File: config.mk
export PLATFORM = sky130hd
export DESIGN_NAME = joypad_port
export DESIGN_NICKNAME = d
export VERILOG_FILES = /design/src/rtl/joypad_port.sv
export SDC_FILE = /design/constraint.sdc
export NUM_CORES = 1
export LEC_CHECK = 0
export CORE_ASPECT_RATIO = 1.1
export CORE_MARGIN = 2
export CORE_UTILIZATION = 50
export CTS_BUF_LIST = sky130_fd_sc_hd__clkbuf_2 sky130_fd_sc_hd__clkbuf_4 sky130_fd_sc_hd__clkbuf_8
export DETAILED_ROUTE_END_ITERATION = 10
export DONT_BUFFER_PORTS = 1
export MAX_ROUTING_LAYER = met4
export PLACE_DENSITY = 0.62
export SETUP_SLACK_MARGIN = 0.1
export SYNTH_ARGS = -nofsm -noshare
export SYNTH_HDL_FRONTEND = slang
export SYNTH_SLANG_ARGS = --single-unit
File: constraint.sdc
create_clock -name Clk -period 2.1 [get_ports Clk]
set_input_delay 0.105 -clock Clk [delete_from_list [all_inputs] [get_ports Clk]]
set_output_delay 0.105 -clock Clk [all_outputs]
set_load 0.03 [all_outputs]
File: src/rtl/joypad_port.sv
// $4016 controller register and periodic NES pad poller driving a 4021-style shift chain.
// Define JOYPAD_P2_EN to add a second pad (PAD2_DATA) read through $4017.
module joypad_port #(
    parameter int POLL_DIV  = 29830,
    parameter int LATCH_CYC = 22,
    parameter int HALF_CYC  = 11
) (
    input  logic        Clk,
    input  logic        Res_n,
    input  logic [15:0] ADDR,
    input  logic        CPU_WR,
    input  logic [7:0]  CPU_DO,
    output logic [7:0]  JOY_Q,
    output logic        JOY_SEL,
    output logic        PAD_LATCH,
    output logic        PAD_CLK,
    input  logic        PAD_DATA,
`ifdef JOYPAD_P2_EN
    input  logic        PAD2_DATA,
`endif
    output logic [7:0]  BUTTONS
);
    // state    | meaning
    // IDLE     | waiting out the poll interval, pad pins idle
    // LATCH    | PAD_LATCH high, pad parallel-loads; bit 0 sampled on the last cycle
    // SHIFT_LO | PAD_CLK low half-period
    // SHIFT_HI | PAD_CLK high half-period; next bit sampled on the last cycle
    typedef enum logic [1:0] {IDLE, LATCH, SHIFT_LO, SHIFT_HI} poll_state_t;

    localparam int CNT_TOP = (POLL_DIV > LATCH_CYC)
                           ? ((POLL_DIV > HALF_CYC) ? POLL_DIV : HALF_CYC)
                           : ((LATCH_CYC > HALF_CYC) ? LATCH_CYC : HALF_CYC);
    localparam int CNT_W = $clog2(CNT_TOP);

    poll_state_t      state, state_nxt;
    logic [CNT_W-1:0] cnt;
    logic             last;
    logic [2:0]       idx;
    logic [6:0]       tmp;
    logic [1:0]       pad_sync;
    logic             strobe;
    logic [7:0]       shift;
    logic             sel_p1, rd_p1, wr_p1;
    logic             unused_cpu_do;

    assign sel_p1 = (ADDR == 16'h4016);
    assign rd_p1  = sel_p1 & CPU_WR;
    assign wr_p1  = sel_p1 & ~CPU_WR;
    assign unused_cpu_do = ^CPU_DO[7:1];

`ifdef JOYPAD_P2_EN
    logic [6:0] tmp2;
    logic [1:0] pad2_sync;
    logic [7:0] buttons2;
    logic [7:0] shift2;
    logic       sel_p2, rd_p2;

    assign sel_p2 = (ADDR == 16'h4017);
    assign rd_p2  = sel_p2 & CPU_WR;
`endif

    always_ff @(posedge Clk) begin
        if (!Res_n) state <= IDLE;
        else        state <= state_nxt;
    end

    always_comb begin
        state_nxt = state;
        last      = 1'b0;
        case (state)
            IDLE: begin
                last = (cnt == CNT_W'(POLL_DIV - 1));
                if (last) state_nxt = LATCH;
            end
            LATCH: begin
                last = (cnt == CNT_W'(LATCH_CYC - 1));
                if (last) state_nxt = SHIFT_LO;
            end
            SHIFT_LO: begin
                last = (cnt == CNT_W'(HALF_CYC - 1));
                if (last) state_nxt = SHIFT_HI;
            end
            SHIFT_HI: begin
                last = (cnt == CNT_W'(HALF_CYC - 1));
                if (last) state_nxt = (idx == 3'd7) ? IDLE : SHIFT_LO;
            end
            default: state_nxt = IDLE;
        endcase
    end

    // Bits are shifted in at the top of tmp, so bit 0 ends up in tmp[0] after seven captures.
    always_ff @(posedge Clk) begin
        if (!Res_n) begin
            cnt       <= '0;
            idx       <= 3'd0;
            tmp       <= 7'd0;
            pad_sync  <= 2'b11;
            BUTTONS   <= 8'h00;
            PAD_LATCH <= 1'b0;
            PAD_CLK   <= 1'b1;
`ifdef JOYPAD_P2_EN
            tmp2      <= 7'd0;
            pad2_sync <= 2'b11;
            buttons2  <= 8'h00;
`endif
        end else begin
            pad_sync  <= {pad_sync[0], PAD_DATA};
            cnt       <= last ? '0 : cnt + 1'b1;
            PAD_LATCH <= (state_nxt == LATCH);
            PAD_CLK   <= (state_nxt != SHIFT_LO);
`ifdef JOYPAD_P2_EN
            pad2_sync <= {pad2_sync[0], PAD2_DATA};
`endif
            if (last && state == LATCH) begin
                tmp <= {~pad_sync[1], tmp[6:1]};
                idx <= 3'd1;
`ifdef JOYPAD_P2_EN
                tmp2 <= {~pad2_sync[1], tmp2[6:1]};
`endif
            end
            if (last && state == SHIFT_HI) begin
                if (idx == 3'd7) begin
                    BUTTONS <= {~pad_sync[1], tmp};
`ifdef JOYPAD_P2_EN
                    buttons2 <= {~pad2_sync[1], tmp2};
`endif
                end else begin
                    tmp <= {~pad_sync[1], tmp[6:1]};
                    idx <= idx + 3'd1;
`ifdef JOYPAD_P2_EN
                    tmp2 <= {~pad2_sync[1], tmp2[6:1]};
`endif
                end
            end
        end
    end

    // A registered strobe of 1 keeps reloading, so the 1->0 write edge still loads.
    always_ff @(posedge Clk) begin
        if (!Res_n) begin
            strobe <= 1'b0;
            shift  <= 8'h00;
`ifdef JOYPAD_P2_EN
            shift2 <= 8'h00;
`endif
        end else begin
            if (wr_p1) strobe <= CPU_DO[0];
            if (strobe)     shift <= BUTTONS;
            else if (rd_p1) shift <= {1'b1, shift[7:1]};
`ifdef JOYPAD_P2_EN
            if (strobe)     shift2 <= buttons2;
            else if (rd_p2) shift2 <= {1'b1, shift2[7:1]};
`endif
        end
    end

    always_comb begin
        JOY_SEL = sel_p1;
        JOY_Q   = 8'h40;
        if (sel_p1) JOY_Q = {7'b0100000, shift[0]};
`ifdef JOYPAD_P2_EN
        if (sel_p2) begin
            JOY_SEL = 1'b1;
            JOY_Q   = {7'b0100000, shift2[0]};
        end
`endif
    end

endmodule

# Word-level counts from Yosys, hierarchy flattened
# Index checks and enable logic that the tools add are counted.
[op_classes] add_sub_neg=2 eq_ne=10 n_mux=16 bitwise_logic=5 reduce_logical=7
[op_table] operator="$mux 7" n=3
[op_table] operator="$eq 16x15->1 const B" n=1
[op_table] operator="$mux 8" n=2
[op_table] operator="$add 15x1->15 const B" n=1
[op_table] operator="$eq 15x15->1 const B" n=1
[op_table] operator="$eq 15x4->1 const B" n=1
[op_table] operator="$eq 15x5->1 const B" n=1
[op_table] operator="$mux 2" n=5
[op_table] operator="$mux 3" n=3
[op_table] operator="$pmux 2 s4" n=1
[op_table] operator="$eq 2x1->1 const B" n=2
[op_table] operator="$eq 2x2->1 const B" n=2
[op_table] operator="$reduce_or 2->1" n=2
[op_table] operator="$add 3x1->3 const B" n=1
[op_table] operator="$eq 3x3->1 const B" n=1
[op_table] operator="$not 1->1" n=3
[op_table] operator="$pmux 1 s3" n=1
[op_table] operator="$and 1x1->1" n=2
[op_table] operator="$logic_and 1x1->1" n=2
[op_table] operator="$logic_not 2->1" n=1
[op_table] operator="$ne 2x2->1 const B" n=1
[op_table] operator="$reduce_and 2->1" n=1
[op_table] operator="$reduce_bool 2->1" n=1
[op_table] operator="$mux 1" n=1
[word_totals] ff_bits=48 out_inout_bits=19

# Longest topological paths before layout
# Gate-level depths: netlist of run 1.
[logic_depth] ltp_word=7 ltp_mapped=8

# Least setup slack after synthesis of run 1
# No wires, ideal clock.
[synth_path] path_kind="register -> register" from="reg cnt[1]" to="reg BUTTONS[7]" t_arrival_ns=1.750 path_slack_ns=0.280 path_stages_with_launch=8 period_less_slack_ns=1.820 path_cell_list="dfxtp_1 ha_1 nor4b_4 nand4_2 or3_1 buf_6 or2_0 a21boi_1"
[synth_via] elab_chain_cells=4 elab_cells_between_ends=6 classes_between="eq/ne: 3; mux: 1; reduce/logical: 2"
[synth_lines] item="from (decl)" line_no="36" rtl="logic [CNT_W-1:0] cnt;"
[synth_lines] item="from (signal assigned)" line_no="108" rtl="cnt <= last ? '0 : cnt + 1'b1;"
[synth_lines] item="$eq 15x4->1, or another cell as far along" line_no="80, 84"
[synth_lines] item="$pmux 1 s3 *" line_no="70" rtl="case (state)"
[synth_lines] item="$logic_and 1x1->1 *" line_no="121" rtl="if (last && state == SHIFT_HI) begin"
[synth_lines] item="$reduce_and 2->1 (no line) *"
[synth_lines] item="to (signal assigned)" line_no="123" rtl="BUTTONS <= {~pad_sync[1], tmp};"
[synth_lines] item="to (decl)" line_no="21" rtl="output logic [7:0] BUTTONS"
# Every way passes the cells marked *; elsewhere a longest branch is shown, timed or not.
# A chain may end at the register's enable or synchronous reset.

# Worst setup path after layout of run 1
[layout_path] from="reg cnt[0]" to="reg PAD_CLK"
[layout_via] elab_chain_cells=4 elab_cells_between_ends=9 classes_between="eq/ne: 4; mux: 5"
[layout_lines] item="$eq 15x4->1, or another cell as far along" line_no="80, 84"
[layout_lines] item="$mux 2 (on tied branches)"
[layout_lines] item="$pmux 2 s4 *" line_no="70"
[layout_lines] item="$ne 2x2->1 *" line_no="110" rtl="PAD_CLK <= (state_nxt != SHIFT_LO);"
[layout_lines] item="to (signal assigned)" line_no="110"
[layout_lines] item="to (decl)" line_no="16" rtl="output logic PAD_CLK,"
# Marks and branches as above.

==> parameters.txt, run 1 <==
Parameter                              Value

Status
  Outcome    finished clean

Drt
  Total Wirelength    3955 um
  Final routed DRC violation total    0
  Antenna viol nets, final    0
  Final routed wire length divided by cell count    12.84 um
  Post-DR vias/cell    5.299
  Detailed-route via count    1,632
  Detailed-routing iteration count for the pre-antenna-repair pass    4
  DR iter-0 viols    77

Worst hold path
  Hold Path Class    in -> reg
  Number of instances on the worst hold path    2

STA
  Max_slew headroom    27.67%
  Max Clk Rate    0.5451 GHz
  Setup-violating endpoint count in the final report    0
  Tightest Pin Transition    1.081 ns
  RSZ-0062 raised after global routing    false
  Fin crit share    87.37%
  Final worst slack    0.2653 ns
  Max-slew violations    0
  Time the final worst path needs with I/O delays and setup    1.835 ns
  Final hold vios    0
  TNS Setup    0 ns
  Final clock skew    0.008609 ns
  WHS    0.03914 ns

Worst setup path
  CP Cell Sequence    buf_4 -> ha_1 -> and4b_1 -> nand4_1 -> and2_1 -> or4b_1
  Critical path startpoint category    flop
  Category of the critical setup timing path    reg -> reg
  Max stage delay on crit path    0.53 ns
  Library cell contributing the largest single delay on the critical path    sky130_fd_sc_hd__or4b_1
  Worst-path maximum fanout    6
  Endpoint kind of the worst setup timing path    flop
  Critical path arrival    2.02 ns
  Required time at the worst-slack endpoint    2.28 ns
  Worst reg2reg path depth    6

Clock tree
  Clock edge transition at the registers on the reported setup and hold paths    0.09 ns
  Number of levels the H-tree was split into    2
  Number of clock sinks seen by CTS    48
  Clock Path Buffers    2
  Post-CTS setup repair buffer count    0
  Total CTS buffers    5
  CTS tree    yes
  Worst-skew pair later-pin latency    0.31 ns
  Root Driver    sky130_fd_sc_hd__clkbuf_8

Synth
  Part of the Yosys area used for sequential elements    42.06%
  Synth Cell Area    2285 sq um
  Main flop type after synthesis    sky130_fd_sc_hd__dfxtp_1
  Cell variety after synth    44
  Count of flip-flops with a built-in enable after synthesis    0
  Instance count of the mapped netlist    245
  Area share of the leading cell type in the synthesized netlist    42.06%
  Synthesized flop and latch total    48
  Post-Synthesis Mean Instance Area    9.325 sq um
  Dominant cell type by area after synthesis    sky130_fd_sc_hd__dfxtp_1
  Count of warnings emitted by yosys    0
  Largest cells by area after synthesis    sky130_fd_sc_hd__dfxtp_1, sky130_fd_sc_hd__mux2i_1, sky130_fd_sc_hd__nor2_1, sky130_fd_sc_hd__nand2_1, sky130_fd_sc_hd__xor2_1
  Share of synthesized registers carrying an async set or reset    0%

Global routing
  Pin count of the biggest net entering global routing    37
  Wire length of the first global-routing pass    6734 um
  Initial antenna violation count    0
  Via count of the first global-routing pass    1,457
  Global-route usage over all layers    18.04%
  Final global-route overflow total    0

Finish
  Growth of design area from synthesis to finish    8.817%
  Leading cell type in the layout, fill and taps excluded    sky130_fd_sc_hd__dfxtp_1
  Number of diodes added for antenna fixing    0
  Share of final-layout standard cells stronger than drive strength 1    10.24%
  Count of nets after finishing    286
  Most frequent cells in the layout    sky130_fd_sc_hd__dfxtp_1, sky130_fd_sc_hd__nor2_1, sky130_fd_sc_hd__nand2_1, sky130_fd_sc_hd__mux2i_1, sky130_fd_sc_hd__nor2b_1

Power
  IR drop worst, VDD    381.2 uV
  Power after layout    1684 uW
  Static leakage power    0.001044 uW
  Power Density    677.3 nW/um^2

Die
  Die Width    68.45 um
  Total number of placement rows    25
  Height of the chip    74.90 um
  Initial Util    52.55%
  Area of the die    5127 sq um
  Top Ports    47
  Core area    4348 sq um

Placement
  Final RePlAce weighted congestion    0.7544
  IO Port Bufs    0
  Minimum setup slack after placement    0.2039 ns
  Sum of net half-perimeters after detailed placement    2773 um

Run
  Max Cap Violations    0
where the power goes:
group / switching [uW] / internal [uW]
logic: 45.2 / 31.5
clock network: 323 / 359
registers: 8.73 / 917
total: 377 / 1310
worst paths after layout:
path                            endpoint  slack [ns]              startpoint
hold reg to reg   pad_sync[1]$_SDFF_PN1_        0.42  pad_sync[0]$_SDFF_PN1_
hold / removal       strobe$_SDFFE_PN0P_        0.04                  CPU_WR
setup reg to reg      PAD_CLK$_SDFF_PN1_        0.27       cnt[0]$_SDFF_PP0_
setup / recovery      PAD_CLK$_SDFF_PN1_        0.27       cnt[0]$_SDFF_PP0_
registers in the layout, summed over array words and instances (netlist names):
register and cells:
idx 3, PAD_LATCH 1, strobe 1, BUTTONS 8
PAD_CLK 1, pad_sync 2, tmp 7, cnt 15
state 2, shift 8
layout make-up:
cell class | instances | area [sq um]
Fill cell | 412 | 1862
Multi-Input combinational cell | 177 | 1184
Sequential cell | 48 | 964.7
Timing Repair Buffer | 14 | 127.6
Clock buffer | 5 | 68.82
Tap cell | 54 | 67.56
Clock inverter | 3 | 47.55
Inverter | 7 | 26.28
metal layers:
metal  up-vias  GRT usage, %  wire length (um)
li1        847             -                 -
met1       739         24.86              2025
met2        40         25.00              1671
met3         6         4.634               183
met4         0         7.333                74
met5         -             -                 0
worst max-delay path, delay by kind of cell, from the launching register on:
| family | cells | cell delay (ns) |
|---|---|---|
| adders and majority gates | 1 | 0.17 |
| and+or+nand+nor | 4 | 1.07 |
| DFF | 1 | 0.34 |
| buffers and inverters | 1 | 0.14 |
cells in the mapped netlist (all sizes together), types with 6 or more instances:
library cell	instances
nand3	6
xnor2	6
buf	14
inv	7
xor2	8
nand2	23
nor2b	11
nand4	8
a21oi	9
nor2	24
dfxtp	48
mux2i	20
o21ai	11
cells by family (layout without fill, tap and decap cells):
kind of cell | Yosys count | in the layout | share of synthesized area [%]
DFF | 48 | 48 | 42.06
xor gates and xnor gates | 14 | 14 | 5.367
AOI/OAI and AO/OA | 28 | 28 | 7.612
and+or+nand+nor | 103 | 103 | 26.18
other | 2 | 7 | 0.3287
muxes | 20 | 20 | 8.762
adders and majority gates | 5 | 5 | 2.738
buffers and inverters | 25 | 29 | 6.955
per-stage QoR:
stage                     utilization [%]  cells  instance area [sq um]
after floorplan                         -    250                   2303
after global placement              53.50    296                   2326
after detailed placement            53.50    296                   2326
after CTS                           57.09    308                   2482
after global routing                57.18    308                   2486
final                               57.18    308                   2486
timing repair:
action | in CTS | in global routing
endpoints found under the hold margin | 33 | 0
hold buffers | 4 | 0
setup endpoints to repair | 0 | 24
gates resized for setup | 0 | 2
Power figures use the tool's default switching activity.
==> run 2, diff against run 1 <==
--- a/config.mk
+++ b/config.mk
@@ -5,6 +5,7 @@
 export SDC_FILE = /design/constraint.sdc
 export NUM_CORES = 1
 export LEC_CHECK = 0
+export ABC_AREA = 1
 export CORE_ASPECT_RATIO = 1.1
 export CORE_MARGIN = 2
 export CORE_UTILIZATION = 50
@@ -12,7 +13,7 @@
 export DETAILED_ROUTE_END_ITERATION = 10
 export DONT_BUFFER_PORTS = 1
 export MAX_ROUTING_LAYER = met4
-export PLACE_DENSITY = 0.62
+export PLACE_DENSITY = 0.65
 export SETUP_SLACK_MARGIN = 0.1
 export SYNTH_ARGS = -nofsm -noshare
 export SYNTH_HDL_FRONTEND = slang
==> constraint.sdc (replaced) <==
create_clock -name Clk -period 1.5 [get_ports Clk]
set_input_delay 0.075 -clock Clk [delete_from_list [all_inputs] [get_ports Clk]]
set_output_delay 0.075 -clock Clk [all_outputs]
set_load 0.03 [all_outputs]
==> run 2 against run 1 <==
Effect of this change: register-to-register slack lost 0.34 ns; first-iteration DRC count is 92% higher; critical path type unchanged; critical endpoint is now cnt[12]$_SDFF_PP0_; maximum frequency up 17%; largest cell class unchanged; the run now ends with hold timing, setup timing left; synthesized cell count is 38% higher.
==> parameters.txt, run 2 <==
Parameter                              Value

Worst setup path
  Required time at the worst-slack endpoint    1.70 ns
  CP Cell Sequence    inv_2 -> ha_4 -> nand3_4 -> nor2_4 -> nand2_1 -> nand2_2 -> nand2_4 -> o21ai_4 -> clkbuf_16 -> a21oi_2
  Critical path startpoint category    flop
  Worst-path maximum fanout    7
  Endpoint kind of the worst setup timing path    flop
  Number of buffers and inverters on the critical path    2
  Library cell contributing the largest single delay on the critical path    sky130_fd_sc_hd__dfxtp_2
  Reg2Reg Setup Slack    -0.07 ns
  Critical path arrival    1.77 ns
  Category of the critical setup timing path    reg -> reg
  Max stage delay on crit path    0.36 ns
  Largest delay contributor family on the critical path    simple AND/OR/NAND/NOR gates

STA
  TNS Setup    -1.442 ns
  Final hold vios    17
  Setup-violating endpoint count in the final report    32
  Max-slew violations    0
  RSZ-0062 raised after global routing    true
  Max Clk Rate    0.6358 GHz
  Time the final worst path needs with I/O delays and setup    1.573 ns
  Final worst slack    -0.07293 ns
  WHS    -0.1196 ns
  Fin crit share    104.9%
  Final clock skew    0.01185 ns

Synth
  Instance count of the mapped netlist    339
  Area share of the leading cell type in the synthesized netlist    40.19%
  Area share of and/or/nand/nor cells after synthesis    35.90%
  Synth Area in Compound Gates    8.268%
  Count of flip-flops with a built-in enable after synthesis    0
  Synth Cell Area    2391 sq um
  Synthesized flop and latch total    48
  Dominant cell type by area after synthesis    sky130_fd_sc_hd__dfxtp_1
  Share of cell area taken by muxes after synthesis    0.4186%
  Share of synthesized registers carrying an async set or reset    0%
  Post-Synthesis Mean Instance Area    7.053 sq um
  Combinational family with the most area after synthesis    simple AND/OR/NAND/NOR gates
  Fraction of synthesized cell area in xor and xnor cells    1.099%
  Cell variety after synth    37
  Synth Area in Adders    2.616%
  Synth cell count leaders    sky130_fd_sc_hd__nor2_1, sky130_fd_sc_hd__nand2_1, sky130_fd_sc_hd__dfxtp_1
  Largest cells by area after synthesis    sky130_fd_sc_hd__dfxtp_1, sky130_fd_sc_hd__nor2_1, sky130_fd_sc_hd__nand2_1, sky130_fd_sc_hd__inv_1, sky130_fd_sc_hd__a21oi_1
  Part of the Yosys area used for sequential elements    40.19%
  Main flop type after synthesis    sky130_fd_sc_hd__dfxtp_1
  Most repeated cell in the gate-level netlist after synthesis    sky130_fd_sc_hd__nor2_1
  Count of warnings emitted by yosys    0

Global routing
  Wire length of the first global-routing pass    8680 um
  Initial antenna violation count    0
  Final global-route overflow total    0
  Global-route usage over all layers    20.42%
  Via count of the first global-routing pass    2,029
  Pin count of the biggest net entering global routing    20

Finish
  Number of diodes added for antenna fixing    0
  Combined area of the multi-input logic cells    1389 sq um
  Regs by FF count    cnt: 15 flops, BUTTONS: 8 flops, shift: 8 flops
  Count of nets after finishing    401
  Number of fill cells in the layout    435
  Utilization after layout    64.19%
  Biggest register    cnt
  Growth of design area from synthesis to finish    24.02%
  Sequential cell area    974.7 sq um
  Share of final-layout standard cells stronger than drive strength 1    27.91%
  Most frequent cells in the layout    sky130_fd_sc_hd__nand2_1, sky130_fd_sc_hd__nor2_1, sky130_fd_sc_hd__dfxtp_1, sky130_fd_sc_hd__inv_1, sky130_fd_sc_hd__buf_4
  Leading cell type in the layout, fill and taps excluded    sky130_fd_sc_hd__nand2_1
  Largest register FFs    15

Status
  Failing checks    hold timing, setup timing
  Outcome    complete, but fails checks

Drt
  Detailed-routing iteration count for the pre-antenna-repair pass    4
  Final routed wire length divided by cell count    11.97 um
  Post-DR vias/cell    5.085
  Antenna viol nets, final    0
  Detailed-route via count    2,161
  Final routed DRC violation total    0
  DR iter-0 viols    148
  Total Wirelength    5086 um

Run
  Max Cap Violations    0

Power
  Power after layout    2220 uW
  Static leakage power    0.001210 uW
  IR drop worst, VDD    385.4 uV
  Power Density    748.8 nW/um^2

Worst hold path
  Hold Path Class    in -> reg

Clock tree
  Worst-skew pair later-pin latency    0.30 ns
  Number of buffers inserted for hold repair after clock tree synthesis    3
  Number of levels the H-tree was split into    2
  Root Driver    sky130_fd_sc_hd__clkbuf_8
  Clock edge transition at the registers on the reported setup and hold paths    0.09 ns
  Post-CTS setup repair buffer count    0
  Number of clock sinks seen by CTS    48
  Clock Path Buffers    2
  Total CTS buffers    5
  CTS tree    yes

Die
  Die Width    69.94 um
  Initial Util    51.76%
  Area of the die    5352 sq um
  Height of the chip    76.53 um
  Core area    4619 sq um
  Total number of placement rows    26
  Top Ports    47

Placement
  Final RePlAce weighted congestion    0.8080
  Sum of net half-perimeters after detailed placement    3301 um
  IO Port Bufs    0
## run 2: cell count changes after synthesis, moves of 11 or more
cell	previous run	this run
sky130_fd_sc_hd__a21oi_1	9	20
sky130_fd_sc_hd__inv_1	7	42
sky130_fd_sc_hd__mux2i_1	20	1
sky130_fd_sc_hd__nand2_1	23	65
sky130_fd_sc_hd__nand3_1	6	17
sky130_fd_sc_hd__nor2_1	24	67
sky130_fd_sc_hd__nor2b_1	11	0
## run 2: final timing paths
kind                          startpoint                      end  depth (start not counted)
setup / recovery       cnt[1]$_SDFF_PP0_       cnt[12]$_SDFF_PP0_                         10
setup reg to reg       cnt[1]$_SDFF_PP0_       cnt[12]$_SDFF_PP0_                         10
hold / removal                     Res_n  BUTTONS[5]$_SDFFE_PN0P_                          2
hold reg to reg   pad_sync[0]$_SDFF_PN1_   pad_sync[1]$_SDFF_PN1_                          1
## run 2: power by group
part / switching [uW] / internal (uW)
sequential: 13.1 / 1280
combinational: 63.7 / 43.1
clock: 445 / 374
## run 2: layout make-up
class	instances	share of cell area, %
multi-input cells	239	46.84
flip-flops and latches	48	32.87
repair buffers	29	8.861
inverters	45	5.781
clock buffers	6	2.785
well taps	56	2.363
clock inverters	2	0.5063
## run 2: cells by family (layout without fill, tap and decap cells)
kind of cell | after synthesis | in the layout
compound gates | 35 | 35
xor+xnor | 3 | 3
fa+ha+maj | 5 | 5
buf+inv | 59 | 82
flops | 48 | 48
mux | 1 | 1
other cells | 2 | 7
simple gates | 186 | 188
## run 2: metal layers
layer	GRT usage [%]	vias up	wire [um]
met5	-	-	0
met4	6.154	0	70
met3	3.968	8	209
met2	32.67	43	2366
met1	26.20	994	2440
li1	-	1116	-
## run 2: metrics by stage
step | std cells | instance area, sq um | setup slack [ns] | hold slack, ns
after floorplan | 344 | 2452 | 0.007024 | 0.1816
final | 425 | 2965 | -0.07293 | -0.1196
after CTS | 423 | 2879 | -0.03596 | -0.1282
after global placement | 411 | 2620 | -0.03072 | 0.1844
after detailed placement | 411 | 2620 | -0.06619 | 0.1838
after global routing | 425 | 2965 | -0.1697 | -0.1270
## run 2: timing repair
| item | 4_1_cts | 5_1_grt |
|---|---|---|
| gates cloned | 1 | 2 |
| endpoints found under the setup margin | 35 | 39 |
| gates resized for setup | 31 | 18 |
| pin swaps | 4 | 1 |
| endpoints found under the hold margin | 19 | 17 |
